<file path="src/rtl/if_fetch_queue.sv">
// if_fetch_queue
// Instruction-fetch stage with a DEPTH-entry prefetch queue.
// The stage drives a word-aligned PC into a synchronous instruction memory
// (data returns one cycle after the request). Each returned word is stored
// together with its PC. Decode takes the head entry over a valid/ready
// handshake. A redirect flushes the queue and restarts fetch.
//
// Ports
//   clk, rst       : rising-edge clock, synchronous active-high reset
//   imem_req/addr  : memory read request and byte address (always word aligned)
//   imem_rdata     : memory read data, valid the cycle after a request
//   redirect/_addr : flush and restart fetch at redirect_addr (bits [1:0] ignored)
//   ins_valid/ready: decode handshake for the head entry
//   ins_data/pc    : head instruction and its byte PC
//   fq_count       : number of occupied queue entries
module if_fetch_queue #(
  parameter int WIDTH = 32,
  parameter int ADDR_W = 32,
  parameter int DEPTH = 4,
  parameter logic [ADDR_W-1:0] RESET_PC = '0
) (
  input  logic                       clk,
  input  logic                       rst,
  output logic                       imem_req,
  output logic [ADDR_W-1:0]          imem_addr,
  input  logic [WIDTH-1:0]           imem_rdata,
  input  logic                       redirect,
  input  logic [ADDR_W-1:0]          redirect_addr,
  output logic                       ins_valid,
  input  logic                       ins_ready,
  output logic [WIDTH-1:0]           ins_data,
  output logic [ADDR_W-1:0]          ins_pc,
  output logic [$clog2(DEPTH+1)-1:0] fq_count
);

  localparam int CW = $clog2(DEPTH + 1);
  localparam int PW = $clog2(DEPTH);
  localparam logic [CW:0] DEPTH_C = (CW + 1)'(DEPTH);

  logic [ADDR_W-1:0] fetch_pc_q, fetch_pc_d;
  logic              inflight_q, inflight_d;
  logic [ADDR_W-1:0] inflight_pc_q, inflight_pc_d;
  logic [PW-1:0]     wr_ptr_q, wr_ptr_d;
  logic [PW-1:0]     rd_ptr_q, rd_ptr_d;
  logic [CW-1:0]     count_q, count_d;
  logic [ADDR_W-1:0] mem_pc_q [DEPTH];
  logic [ADDR_W-1:0] mem_pc_d [DEPTH];
  logic [WIDTH-1:0]  mem_data_q [DEPTH];
  logic [WIDTH-1:0]  mem_data_d [DEPTH];

  logic              valid_s;
  logic              pop_s;
  logic              wr_s;
  logic              req_s;
  logic [CW:0]       occ_s;
  logic              redirect_lsb_unused_s;

  // The low address bits of a redirect target are dropped on purpose.
  assign redirect_lsb_unused_s = ^redirect_addr[1:0];

  // Handshake, response-write and credit-based request decisions.
  always_comb begin
    valid_s = (count_q != {CW{1'b0}});
    pop_s   = valid_s & ins_ready & ~redirect;
    wr_s    = inflight_q & ~redirect;
    // Occupancy after this cycle's pop, counting the response still in flight:
    // a new request is only issued if its response is guaranteed a free slot.
    occ_s   = {1'b0, count_q} + {{CW{1'b0}}, inflight_q} - {{CW{1'b0}}, pop_s};
    req_s   = ~rst & ~redirect & (occ_s < DEPTH_C);
  end

  // Next-state logic for fetch PC, in-flight tracking, pointers and count.
  always_comb begin
    fetch_pc_d    = fetch_pc_q;
    inflight_d    = inflight_q;
    inflight_pc_d = inflight_pc_q;
    wr_ptr_d      = wr_ptr_q;
    rd_ptr_d      = rd_ptr_q;
    count_d       = count_q;
    if (redirect) begin
      // Flush: pending response and any handshake this cycle are discarded.
      fetch_pc_d = {redirect_addr[ADDR_W-1:2], 2'b00};
      inflight_d = 1'b0;
      wr_ptr_d   = {PW{1'b0}};
      rd_ptr_d   = {PW{1'b0}};
      count_d    = {CW{1'b0}};
    end else begin
      if (req_s) begin
        fetch_pc_d    = fetch_pc_q + ADDR_W'(4);
        inflight_d    = 1'b1;
        inflight_pc_d = fetch_pc_q;
      end else begin
        inflight_d = 1'b0;
      end
      if (wr_s) begin
        wr_ptr_d = wr_ptr_q + PW'(1);
      end else begin
        wr_ptr_d = wr_ptr_q;
      end
      if (pop_s) begin
        rd_ptr_d = rd_ptr_q + PW'(1);
      end else begin
        rd_ptr_d = rd_ptr_q;
      end
      case ({wr_s, pop_s})
        2'b10:   count_d = count_q + CW'(1);
        2'b01:   count_d = count_q - CW'(1);
        default: count_d = count_q;
      endcase
    end
  end

  // Queue storage next state: the returning word is written with its PC.
  always_comb begin
    mem_pc_d   = mem_pc_q;
    mem_data_d = mem_data_q;
    if (wr_s) begin
      mem_pc_d[wr_ptr_q]   = inflight_pc_q;
      mem_data_d[wr_ptr_q] = imem_rdata;
    end else begin
      mem_pc_d   = mem_pc_q;
      mem_data_d = mem_data_q;
    end
  end

  // State registers with synchronous reset.
  always_ff @(posedge clk) begin
    if (rst) begin
      fetch_pc_q    <= RESET_PC;
      inflight_q    <= 1'b0;
      inflight_pc_q <= '0;
      wr_ptr_q      <= {PW{1'b0}};
      rd_ptr_q      <= {PW{1'b0}};
      count_q       <= {CW{1'b0}};
      for (int i = 0; i < DEPTH; i++) begin
        mem_pc_q[i]   <= '0;
        mem_data_q[i] <= '0;
      end
    end else begin
      fetch_pc_q    <= fetch_pc_d;
      inflight_q    <= inflight_d;
      inflight_pc_q <= inflight_pc_d;
      wr_ptr_q      <= wr_ptr_d;
      rd_ptr_q      <= rd_ptr_d;
      count_q       <= count_d;
      mem_pc_q      <= mem_pc_d;
      mem_data_q    <= mem_data_d;
    end
  end

  assign imem_req  = req_s;
  assign imem_addr = fetch_pc_q;
  assign ins_valid = valid_s;
  assign ins_data  = mem_data_q[rd_ptr_q];
  assign ins_pc    = mem_pc_q[rd_ptr_q];
  assign fq_count  = count_q;

endmodule

</file>
<file path="config.mk">
export PLATFORM = sky130hd
export DESIGN_NAME = if_fetch_queue
export DESIGN_NICKNAME = d
export VERILOG_FILES = /design/src/rtl/if_fetch_queue.sv
export SDC_FILE = /design/constraint.sdc
export NUM_CORES = 1
export LEC_CHECK = 0
export CAP_MARGIN = 0
export CORE_ASPECT_RATIO = 0.9
export CORE_MARGIN = 1
export CORE_UTILIZATION = 30
export DETAILED_ROUTE_END_ITERATION = 10
export GPL_TIMING_DRIVEN = 0
export PLACE_DENSITY_LB_ADDON = 0.1
export SLEW_MARGIN = 20
export SYNTH_ARGS = -nofsm -noshare
export SYNTH_HDL_FRONTEND = slang
export SYNTH_SLANG_ARGS = --single-unit
</file>
<file path="constraint.sdc">
create_clock -name clk -period 4.9 [get_ports clk]
set_clock_uncertainty 0.05 [all_clocks]
set_input_delay 0.49 -clock clk [delete_from_list [all_inputs] [get_ports clk]]
set_output_delay 0.49 -clock clk [all_outputs]
set_load 0.01 [all_outputs]
</file>
* Word-level counts from Yosys, hierarchy flattened
Cells that the tools add are included.
** Word-level totals
- Input bits :: 68
- Bits in registers :: 328
- Output and inout bits :: 101
** Operators by class
- Mux-type cells :: 14
- Reductions and logical operators :: 6
- $lt $le $gt $ge :: 4
- Equal/unequal tests :: 2
- $add $sub $neg :: 7
- Bitwise operators :: 9
** Operators with widths (number)
- $bwmux W128 :: 2
- $mux W32 :: 7
- $bmux W32 S2 :: 2
- $demux W32 S2 :: 1
- $add A32 B3 Y32 const B :: 1
- $ge A3 B3 Y1 const B :: 2
- $not A2 Y3 :: 2
- $pmux W3 S2 :: 1
- $and A1 B1 Y1 :: 5
- $add A2 B1 Y2 const B :: 2
- $add A3 B1 Y4 :: 1
- $lt A4 B3 Y1 const B :: 1
- $reduce_bool A2 Y1 :: 2
- $sub A4 B1 Y4 :: 1
- $add A3 B1 Y3 const B :: 1
- $lt A3 B1 Y1 const B :: 1
- $reduce_bool A3 Y1 :: 1
- $sub A3 B1 Y3 const B :: 1
- $eq A2 B1 Y1 const B :: 1
- $eq A2 B2 Y1 const B :: 1
- $not A1 Y1 :: 2
- $reduce_and A2 Y1 :: 1
- $reduce_or A2 Y1 :: 1
- $logic_and A1 B1 Y1 :: 1
- $mux W1 :: 1

* Longest topological paths before layout
- Depth in word-level cells :: 8
- Mapped depth :: 15
- Gate-level depth less buffers :: 11

* Least setup slack after synthesis
OpenSTA, ideal clock, no wires.
- Path type :: reg2out
- Start point :: reg count_q[2] (netlist: fq_count[2])
- End point :: out imem_req
- Path buffers :: 3
- Cell stages (with the launch flop) :: 13
- Path slack :: 1554 ps
- Data arrival time :: 2806 ps
- Path through :: dfxtp_1 > or3_1 > and3_1 > ha_1 > inv_1 > ha_1 > and3b_1 > clkbuf_1 > or4_1 > clkbuf_1 > a21o_1 > inv_1 > buf_2
** On the way
- Longest elaborated chain between the ends :: 6
- Elaborated cells on any way between the ends :: 7
- Classes of those cells :: 2 x add/sub; 1 x order compare; 3 x bitwise; 1 x reduce/logical
** Ends and longest elaborated chain
- start, declared :: line 45 : logic [CW-1:0] count_q, count_d;
- start signal, assigned :: line 134 : count_q <= {CW{1'b0}};
- start signal, assigned :: line 145 : count_q <= count_d;
- $reduce_bool A3 Y1 :: line 63 : valid_s = (count_q != {CW{1'b0}});
- via ins_valid :: line 29 : output logic ins_valid,
- $and A1 B1 Y1 (2 in series) :: line 64 : pop_s = valid_s & ins_ready & ~redirect;
- via pop_s :: line 52 : logic pop_s;
- $sub A4 B1 Y4 :: line 68 : occ_s = {1'b0, count_q} + {{CW{1'b0}}, inflight_q} - {{CW{1'b0}}, pop_s};
- $lt A4 B3 Y1 :: line 69 : req_s = ~rst & ~redirect & (occ_s < DEPTH_C);
- $and A1 B1 Y1 :: line 69
- end, declared :: line 24 : output logic imem_req,
The timed path passes the listed nets, and every way through them passes these cells.

* Final worst setup path
- Start point :: reg count_q[2] (netlist: fq_count[2])
- End point :: out imem_req
** On the way
- Longest elaborated chain between the ends :: 6
- Elaborated cells on any way between the ends :: 7
- Classes of those cells :: 2 x add/sub; 1 x order compare; 3 x bitwise; 1 x reduce/logical
** Ends and longest elaborated chain (line)
- $reduce_bool A3 Y1 :: 63
- $and A1 B1 Y1 (2 in series) :: 64
- via pop_s :: 52
- $sub A4 B1 Y4 :: 68
- $lt A4 B3 Y1 :: 69
- $and A1 B1 Y1 :: 69
The timed path passes the listed nets, and every way through them passes these cells.

==> summary.txt <==
Floorplanning
  – Io pins: 169
  – Chip width: 224 µm
  – Die ar.: 45100 µm²
  – Core area: 43300 µm²
  – Die Span Y: 201 µm
  – # rows: 72
  – Starting Density: 30.6%

Logic synthesis
  – Leading area contributor after synthesis: dfxtp_1
  – #FFs+latches synth: 316
  – Post-synth EDFFs: 0
  – Post-Syn Area: 13300 µm²
  – Synth top area cells: dfxtp_1 (48%), nand2_1 (16%), a21oi_1 (11%), mux4_2 (11%), clkbuf_1 (3.2%)
  – Top_reg_cell synth: dfxtp_1
  – Post-synthesis sequential area ratio: 47.7%
  – Number of distinct library cells after synthesis: 50
  – Yosys warning count: 0
  – Synth top area share: 47.7%
  – Synth Area per Inst: 8.51 µm²
  – Synth async-reset ratio: 0%
  – Post-synthesis cell count: 1559

Detailed routing
  – DRT Pass-1 Iters: 7
  – DRT Wirelength: 44.8 mm
  – DRT antenna net count: 0
  – DR vias/cell: 4.93
  – Detailed router's first-iteration violation count: 872
  – DR WL/cell: 18.8 µm
  – Via count: 11729
  – DRC violations left: 0

Timing
  – Setup_tns: 0 ns
  – Slew Viols, Final: 0
  – Peak Freq: 0.213 GHz
  – Final hold viol count: 0
  – Slew @ Worst Pin: 0.944 ns
  – Max_slew headroom: 37.1%
  – RSZ-0062 raised after global routing: no
  – Post-route clock period utilization: 96.0%
  – Final Setup Violations: 0
  – Period minus WS final: 4.70 ns

Run
  – Max_cap viols: 0

CTS
  – Clock buffer depth: 3
  – CTS tree: done
  – Root Buffer: clkbuf_16
  – Worst-skew pair later-pin latency: 0.53 ns
  – CTS Buf Count: 37
  – Number of post-CTS setup repair buffers: 0
  – Hold buffer count at CTS: 0
  – Worst-path clk slew: 0.06 ns
  – CTS Sinks: 316
  – H-Tree Level Count: 2

Global routing
  – First-pass GRT wire length: 68.8 mm
  – Pin count of the biggest net entering global routing: 14
  – Number of global-route vias before repair: 11312
  – Gr usage total: 19.8%
  – Grt ovf: 0
  – Initial antenna violation count: 0

Worst setup path
  – Worst Path Required: 4.36 ns
  – Kind of end point of the critical path: output pin
  – Critical path class: reg -> out
  – Crit path max fanout: 10
  – Slowest stage delay, CP: 0.61 ns
  – Critical Path Slowest Stage Cell: clkdlybuf4s50_1
  – CP delay by family, top: simple AND/OR/NAND/NOR gates
  – CP Buf/Inv Count: 5
  – CP Data Arrival Time: 4.16 ns
  – Setup crit start kind: register
  – Worst path cell trace: or3_1, and3_1, ha_1, inv_1, ha_1, and3b_1, clkbuf_1, or4_4, a21o_1, inv_1, buf_2, clkdlybuf4s50_1

Cells and area
  – Fin nets: 1840
  – Antenna Cells: 0
  – Area added between synthesis and finish: 27.2%
  – Share of cells above drive strength 1: 8.38%

Run status
  – Status: finished, final reports clean

Power and ir drop
  – Total power: 5.81 mW
  – Max rail drop VDD: 0.182 mV
  – Leakage power: 5.29 nW
  – Pwr dens: 345 nW/µm²

Placement
  – Routability cong.: 0.807
  – # port buffers: 161
  – Post-DP HPWL: 31.2 mm

Hold path
  – Type of the worst min-delay path: reg -> reg
[cells by family (layout without fill, tap and decap cells)]
group | Yosys count | in the layout | share of synthesized area, %
AO/OA/AOI/OAI | 349 | 349 | 15.1
XOR/XNOR | 31 | 31 | 2.05
adder cells (fa/ha/maj) | 10 | 10 | 1.00
buffers and inverters | 144 | 371 | 4.28
flip-flops | 316 | 316 | 47.7
multiplexers | 65 | 65 | 10.8
other | 1 | 4 | 0.0283
AND/OR/NAND/NOR | 643 | 643 | 19.1
[stage by stage]
| step | setup slack (ns) | area (µm²) | util, % | hold WS (ns) | std cells |
|---|---|---|---|---|---|
| final | 0.198 | 16900 | 38.9 | 0.402 | 2381 |
| after global routing | 0.00698 | 16900 | 38.9 | 0.418 | 2381 |
| after CTS | 0.00287 | 16900 | 38.9 | 0.403 | 2381 |
| after detailed placement | 0.192 | 15600 | 36.1 | 0.394 | 2315 |
| after global placement | 0.212 | 15600 | 36.1 | 0.389 | 2315 |
| after floorplan | 1.55 | 13300 | - | 0.383 | 1562 |
[cells in the mapped netlist (3+ instances only)]
| library cell | instances |
|---|---|
| buf_1 | 6 |
| o21bai_1 | 3 |
| a21oi_1 | 287 |
| nand4_1 | 4 |
| xor2_1 | 10 |
| buf_2 | 4 |
| a2111oi_2 | 7 |
| and3_1 | 8 |
| buf_4 | 4 |
| mux4_2 | 62 |
| mux2i_1 | 3 |
| or3_1 | 3 |
| a211oi_1 | 24 |
| nand2_1 | 568 |
| ha_1 | 9 |
| nor3_1 | 3 |
| nand3_1 | 8 |
| and4_1 | 5 |
| nor2_1 | 32 |
| dfxtp_1 | 316 |
| o2111ai_1 | 5 |
| o21ai_0 | 4 |
| o22ai_1 | 3 |
| clkbuf_1 | 112 |
| xnor2_1 | 21 |
| inv_1 | 17 |
[flip-flops by register name, indices dropped and copies added, names as in the netlist]
register and count:
fq_count 3, imem_addr 30, inflight_pc_q 30, inflight_q 1
mem_data_q 128, mem_pc_q 120, rd_ptr_q 2, wr_ptr_q 2
[final cells by class]
class	count	area (µm²)
sequential	316	6330
clock inverter	13	119
tap	592	741
inverter	17	63.8
clock buffer	53	1110
multi-input combinational	1102	6390
timing repair buffer	162	1620
buffer	126	503
fill	4459	26500
[routing by layer]
layer  vias to the layer above  share of wire, %  global-route usage (%)
li1                       5688                 -                       -
met1                      5696                47                    28.4
met2                       290                45                    31.3
met3                        55               5.4                    2.77
met4                         0               1.7                    4.72
met5                         -                 0                       0
[final timing paths]
kind / from / end / slack, ns / depth (start not counted)
worst min-delay path: mem_data_q[82]$_SDFFE_PP0P_ / mem_data_q[82]$_SDFFE_PP0P_ / 0.40 / 2
worst max-delay path: fq_count[2]$_SDFFE_PP0P_ / imem_req / 0.20 / 12
worst min register to register: mem_data_q[82]$_SDFFE_PP0P_ / mem_data_q[82]$_SDFFE_PP0P_ / 0.40 / 2
worst max register to register: fq_count[2]$_SDFFE_PP0P_ / imem_addr[5]$_SDFFE_PP0P_ / 0.87 / 12
[worst min-delay path, stage by stage (launching register included)]
cell and delay, ns:
dfxtp_1 0.31, nand2_1 0.05, a21oi_1 0.05
[cells in the final DEF (no fill, tap or decap), types with 7 or more instances in the layout]
cell type,count
a2111oi_2,7
a211oi_1,24
a21oi_1,287
and3_1,8
clkbuf_1,117
clkbuf_16,39
clkbuf_8,8
clkdlybuf4s50_1,161
clkinv_2,10
dfxtp_1,316
ha_1,9
inv_1,17
mux4_2,62
nand2_1,568
nand3_1,8
nor2_1,32
xnor2_1,21
xor2_1,10
[power breakdown]
group	internal, mW	switching [mW]	leakage [nW]
Clock	1.68	1.12	0.617
Sequential	2.61	0.0542	2.56
Combinational	0.156	0.199	2.12
[repair_timing]
item,4_1_cts,5_1_grt
endpoints found under the hold margin,0,0
setup endpoints to repair,1,1
gates resized for setup,1,2
Power figures use the tool's default switching activity.
